$ cat config.mk
export PLATFORM = sky130hd
export DESIGN_NAME = lsu
export DESIGN_NICKNAME = d
export VERILOG_FILES = /design/src/rtl/lsu.sv
export SDC_FILE = /design/constraint.sdc
export NUM_CORES = 1
export LEC_CHECK = 0
export BUFFER_PORTS_ARGS = -buffer_cell sky130_fd_sc_hd__buf_2
export CORE_ASPECT_RATIO = 1.75
export CORE_MARGIN = 8
export CORE_UTILIZATION = 49
export CTS_CLUSTER_SIZE = 8
export DETAILED_ROUTE_END_ITERATION = 8
export PLACE_DENSITY = 0.81
export SLEW_MARGIN = 20
export SYNTH_ARGS = -nofsm -noshare
export SYNTH_HDL_FRONTEND = slang
export SYNTH_SLANG_ARGS = --single-unit
$ cat constraint.sdc
create_clock -name clk_i -period 2.9 [get_ports clk_i]
set_clock_uncertainty 0.2 [all_clocks]
set_input_delay 0.145 -clock clk_i [delete_from_list [all_inputs] [get_ports clk_i]]
set_output_delay 0.145 -clock clk_i [all_outputs]
set_load 0.03 [all_outputs]
$ cat src/rtl/lsu.sv
// Load/store unit: turns an ALU effective address into one req/gnt/rvalid data-bus
// transaction, formats store lanes, extends load data and stalls the core meanwhile.
module lsu #(
  parameter int ADDR_W = 32,
  parameter int DATA_W = 32
) (
  input  logic              clk_i,
  input  logic              rst_ni,
  input  logic [ADDR_W-1:0] alu_result_i,
  input  logic [DATA_W-1:0] store_data_i,
  input  logic              mem_read_i,
  input  logic              mem_write_i,
  input  logic [2:0]        funct3_i,
  output logic              data_req_o,
  input  logic              data_gnt_i,
  input  logic              data_rvalid_i,
  input  logic              data_err_i,
  output logic [ADDR_W-1:0] data_addr_o,
  output logic              data_we_o,
  output logic [3:0]        data_be_o,
  output logic [DATA_W-1:0] data_wdata_o,
  input  logic [DATA_W-1:0] data_rdata_i,
  output logic [DATA_W-1:0] load_data_o,
  output logic              lsu_valid_o,
  output logic              lsu_busy_o,
  output logic              misaligned_o,
  output logic              err_o
);

  typedef enum logic [1:0] {
    S_IDLE,
    S_REQ,
    S_WAIT,
    S_DONE
  } state_e;

  state_e              state_q, state_d;
  logic [ADDR_W-1:0]   addr_q, addr_d;
  logic [1:0]          size_q, size_d;
  logic                unsigned_q, unsigned_d;
  logic                we_q, we_d;
  logic [DATA_W-1:0]   wdata_q, wdata_d;
  logic                misaligned_q, misaligned_d;
  logic                err_q, err_d;
  logic [DATA_W-1:0]   load_data_q, load_data_d;

  logic                start;
  logic                mis_in;
  logic [DATA_W-1:0]   shifted;
  logic [DATA_W-1:0]   load_ext;
  logic [3:0]          be_fmt;
  logic [DATA_W-1:0]   wdata_fmt;
  logic                in_req;

  // size_q keeps funct3[1:0]: 00 byte, 01 half, 1x word (so 011/110/111 act as word)
  always_comb begin
    start  = (state_q == S_IDLE) && (mem_read_i || mem_write_i);
    mis_in = ((funct3_i[1:0] == 2'b01) && alu_result_i[0]) ||
             (funct3_i[1] && (alu_result_i[1:0] != 2'b00));
  end

  always_comb begin
    shifted = data_rdata_i >> {addr_q[1:0], 3'b000};
    case (size_q)
      2'b00:   load_ext = unsigned_q ? {{(DATA_W-8){1'b0}}, shifted[7:0]}
                                     : {{(DATA_W-8){shifted[7]}}, shifted[7:0]};
      2'b01:   load_ext = unsigned_q ? {{(DATA_W-16){1'b0}}, shifted[15:0]}
                                     : {{(DATA_W-16){shifted[15]}}, shifted[15:0]};
      default: load_ext = shifted;
    endcase
  end

  always_comb begin
    case (size_q)
      2'b00: begin
        be_fmt    = 4'b0001 << addr_q[1:0];
        wdata_fmt = {4{wdata_q[7:0]}};
      end
      2'b01: begin
        be_fmt    = addr_q[1] ? 4'b1100 : 4'b0011;
        wdata_fmt = {2{wdata_q[15:0]}};
      end
      default: begin
        be_fmt    = 4'b1111;
        wdata_fmt = wdata_q;
      end
    endcase
    if (!we_q) begin
      be_fmt = 4'b1111;
    end
  end

  always_comb begin
    state_d      = state_q;
    addr_d       = addr_q;
    size_d       = size_q;
    unsigned_d   = unsigned_q;
    we_d         = we_q;
    wdata_d      = wdata_q;
    misaligned_d = misaligned_q;
    err_d        = err_q;
    load_data_d  = load_data_q;
    case (state_q)
      S_IDLE: begin
        if (start) begin
          addr_d       = alu_result_i;
          size_d       = funct3_i[1:0];
          unsigned_d   = funct3_i[2];
          we_d         = mem_write_i;
          wdata_d      = store_data_i;
          misaligned_d = mis_in;
          err_d        = 1'b0;
          state_d      = mis_in ? S_DONE : S_REQ;
        end
      end
      S_REQ: begin
        if (data_gnt_i) begin
          state_d = S_WAIT;
        end
      end
      // rvalid only counts from WAIT onward; a response alongside gnt is dropped
      S_WAIT: begin
        if (data_rvalid_i) begin
          err_d = data_err_i;
          if (!we_q) begin
            load_data_d = data_err_i ? '0 : load_ext;
          end
          state_d = S_DONE;
        end
      end
      S_DONE: begin
        state_d = S_IDLE;
      end
      default: begin
        state_d = S_IDLE;
      end
    endcase
  end

  always_ff @(posedge clk_i or negedge rst_ni) begin
    if (!rst_ni) begin
      state_q      <= S_IDLE;
      addr_q       <= '0;
      size_q       <= 2'b00;
      unsigned_q   <= 1'b0;
      we_q         <= 1'b0;
      wdata_q      <= '0;
      misaligned_q <= 1'b0;
      err_q        <= 1'b0;
      load_data_q  <= '0;
    end else begin
      state_q      <= state_d;
      addr_q       <= addr_d;
      size_q       <= size_d;
      unsigned_q   <= unsigned_d;
      we_q         <= we_d;
      wdata_q      <= wdata_d;
      misaligned_q <= misaligned_d;
      err_q        <= err_d;
      load_data_q  <= load_data_d;
    end
  end

  // Bus fields are only driven during the request phase so idle outputs stay at zero
  always_comb begin
    in_req       = (state_q == S_REQ);
    data_req_o   = in_req;
    data_addr_o  = in_req ? {addr_q[ADDR_W-1:2], 2'b00} : '0;
    data_we_o    = in_req && we_q;
    data_be_o    = in_req ? be_fmt : 4'b0000;
    data_wdata_o = in_req ? wdata_fmt : '0;
    load_data_o  = load_data_q;
    lsu_valid_o  = (state_q == S_DONE);
    misaligned_o = (state_q == S_DONE) && misaligned_q;
    err_o        = (state_q == S_DONE) && err_q;
    lsu_busy_o   = start || in_req || (state_q == S_WAIT);
  end

endmodule

==> flow_summary.toml <==
[run_status]
status = "finished clean"

[sta]
drv_slew = 0
finalHoldViolations = 0
fmax_mhz = 379
setup_viol = 0
rsz0062_at_grt = "false"
tightest_slew_ns = 1.08
fin_setup_tns_ns = 0
finalCritPeriodShare_pct = 91.0
period_minus_slack_ns = 2.64
slew_headroom_pct = 27.5

[die]
initial_core_util_pct = 50.2
ios = 212
die_x_um = 94.9
rows = 50
die-area_um2 = 14600
coreArea_um2 = 10600
fp.dieH_um = 154

[synthesis]
synth.area.mux_share_pct = 22.6
avgSynthCellArea_um2 = 11.0
synth_fa_ha_area_share_pct = 0.937
yosys_warnings = 0
synth_top_cell_by_area = "dfrtp_1"
synthTopCellsByArea = "dfrtp_1 49%, mux2_2 14%, mux2i_1 7.9%"
netlist_instances = 486
ys_seq_area_share_pct = 48.7
netlist.area_leader.share_pct = 48.7
synth-simple-area-share_pct = 14.8
synth_xor_area_share_pct = 0
synth_top_family_by_area = "multiplexers"
synth_area_um2 = 5340
ys_ff_latch = 104
ys_types = 35
synth_compound_area_share_pct = 9.60

[clock_tree]
cts_tree = "yes"
clock-sinks = 104
clk_pin_slew_ns = 0.08
h-tree-depth = 3
clock_latency_ns = 0.34
root_buffer = "clkbuf_16"
cts_buffer_depth = 2
post_cts_buffers = 0
post_cts_resized = 0
numCtsBuffers = 9
ctsHoldBuffers = 92

[drt]
wl_per_cell_um = 19.5
drt-total-wl_mm = 17.8
drt_first_pass_iters = 4
antenna_left = 0
remaining_drc_errors = 0
viasPerCell = 5.39
routed-via-count = 4924
drtIter0Drc = 188

[min_path]
min_path_type = "primary input to flip-flop"

[setup_path]
cp-end-kind = "primary output"
crit_type = "primary input to primary output"
cp.required_ns = 2.56
critPathMaxStageDelay_ns = 0.85
critPathSlowestCell = "o21ai_4"
worstPathArrival_ns = 2.29
crit_fanout = 40
worstPathCellList = "dlygate4sd3_1 -> buf_2 -> o21ai_4 -> buf_12 -> nand2_1 -> buf_2"
crit_top_cell = "buf_2"
start_kind = "primary input"

[finish]
final_net_count = 886
drive_above_1_share_pct = 39.9
final_cell_mix = "208 x buf_2, 104 x dfrtp_1, 92 x dlygate4sd3_1, 68 x mux2_2, 58 x nand2_1"
areaGrowthSynthToFinish_pct = 44.8
final_common_cell = "buf_2"
stdcell_count = 913

[place]
dp.cells = 803
gp_congestion = 0.906
portBuffers = 209
dp_hpwl_mm = 12.1

[pwr]
ir_drop_uv = 653
powerDensity_nw_per_um2 = 1070
power_leakage_nw = 3.88

[global_route]
grt_max_degree = 73
grt_pass1_vias = 5500
grt_pass1_wl_mm = 28.0
grtUsageTotal_pct = 24.3
antenna_found_initial = 2
grt_overflow_total = 0

[run]
maxCapViolations = 0
-- worst max-delay path, delay by kind of cell --
kind	cells	cell delay, ns
buffers and inverters	4	1.21
AO/OA/AOI/OAI	1	0.85
AND/OR/NAND/NOR	1	0.07
-- path summary, 6_finish.rpt --
kind	start	endpoint	slack [ns]	depth (start not counted)
worst max-delay path	mem_write_i	lsu_busy_o	0.26	6
worst min-delay path	data_rdata_i[14]	load_data_o[6]	0.01	4
worst max register to register	state_q[0]	err_q	0.42	6
worst min register to register	load_data_o[8]	load_data_o[8]	0.28	2
max in group asynchronous	rst_ni	addr_q[3]	1.36	3
min in group asynchronous	rst_ni	load_data_o[30]	0.28	2
-- flip-flops by register name, indices dropped and copies added (netlist names) --
name	cells
addr_q	32
err_q	1
load_data_o	32
misaligned_q	1
size_q	2
state_q	2
unsigned_q	1
wdata_q	32
we_q	1
-- per-layer routing --
metal / track usage [%] / up-vias / wire length [um]
met5: 0 / - / 0
met4: 11.2 / 0 / 569
met3: 6.63 / 45 / 1370
met2: 43.6 / 211 / 9510
met1: 25.1 / 2390 / 6380
li1: - / 2278 / -
-- through the flow --
step / hold slack [ns] / cell area, um2 / setup slack (ns) / total power, W / util [%]
after floorplan: -0.351 / 5350 / 0.590 / 0.00567 / -
after global placement: 0.115 / 6530 / 0.743 / 0.00679 / 61.4
after detailed placement: 0.133 / 6530 / 0.556 / 0.00695 / 61.4
after CTS: 0.000283 / 7730 / 0.254 / 0.00824 / 72.7
after global routing: 0.0143 / 7740 / 0.150 / 0.00876 / 72.7
final: 0.0107 / 7740 / 0.262 / 0.00828 / 72.7
-- cell usage after synthesis --
master / count
dfrtp_1: 104
mux4_2: 1
or2_2: 1
a22o_1: 2
and2_1: 52
nor4b_2: 1
clkbuf_1: 26
buf_2: 3
nand4bb_1: 1
nand3_1: 3
o21ai_0: 29
nor3_1: 1
a21boi_0: 9
inv_1: 4
buf_1: 4
mux2_2: 68
clkinv_1: 1
o21ai_1: 1
or2_0: 1
nor2_1: 8
and3_4: 1
nand2_1: 58
buf_4: 2
a32o_1: 7
nand3b_1: 9
o211ai_1: 9
nor3b_2: 1
mux2i_1: 42
nor2b_1: 10
ha_1: 4
a221o_1: 8
buf_6: 1
a21oi_1: 12
nand2b_1: 1
conb_1: 1
-- cells by family (layout without fill, tap and decap cells) --
kind of cell,count (synthesis),count (layout)
compound gates,77,77
fa+ha+maj,4,4
buf+inv,41,335
flops,104,104
mux,111,111
other cells,1,4
simple gates,148,148
-- cell type report --
| class | instances | area (um2) |
|---|---|---|
| fill | 749 | 2900 |
| sequential | 104 | 2600 |
| multi-input combinational | 342 | 2580 |
| timing repair buffer | 314 | 2080 |
| clock buffer | 10 | 229 |
| tap | 130 | 163 |
| clock inverter | 6 | 53.8 |
| inverter | 5 | 18.8 |
| antenna | 2 | 5.00 |
-- power breakdown --
group          switching [W]  internal (W)  total, W
sequential          0.000448       0.00209   0.00254
clock               0.000572      0.000597   0.00117
combinational        0.00273       0.00184   0.00457
total                0.00375       0.00453   0.00828
(Power assumes the default switching activity.)
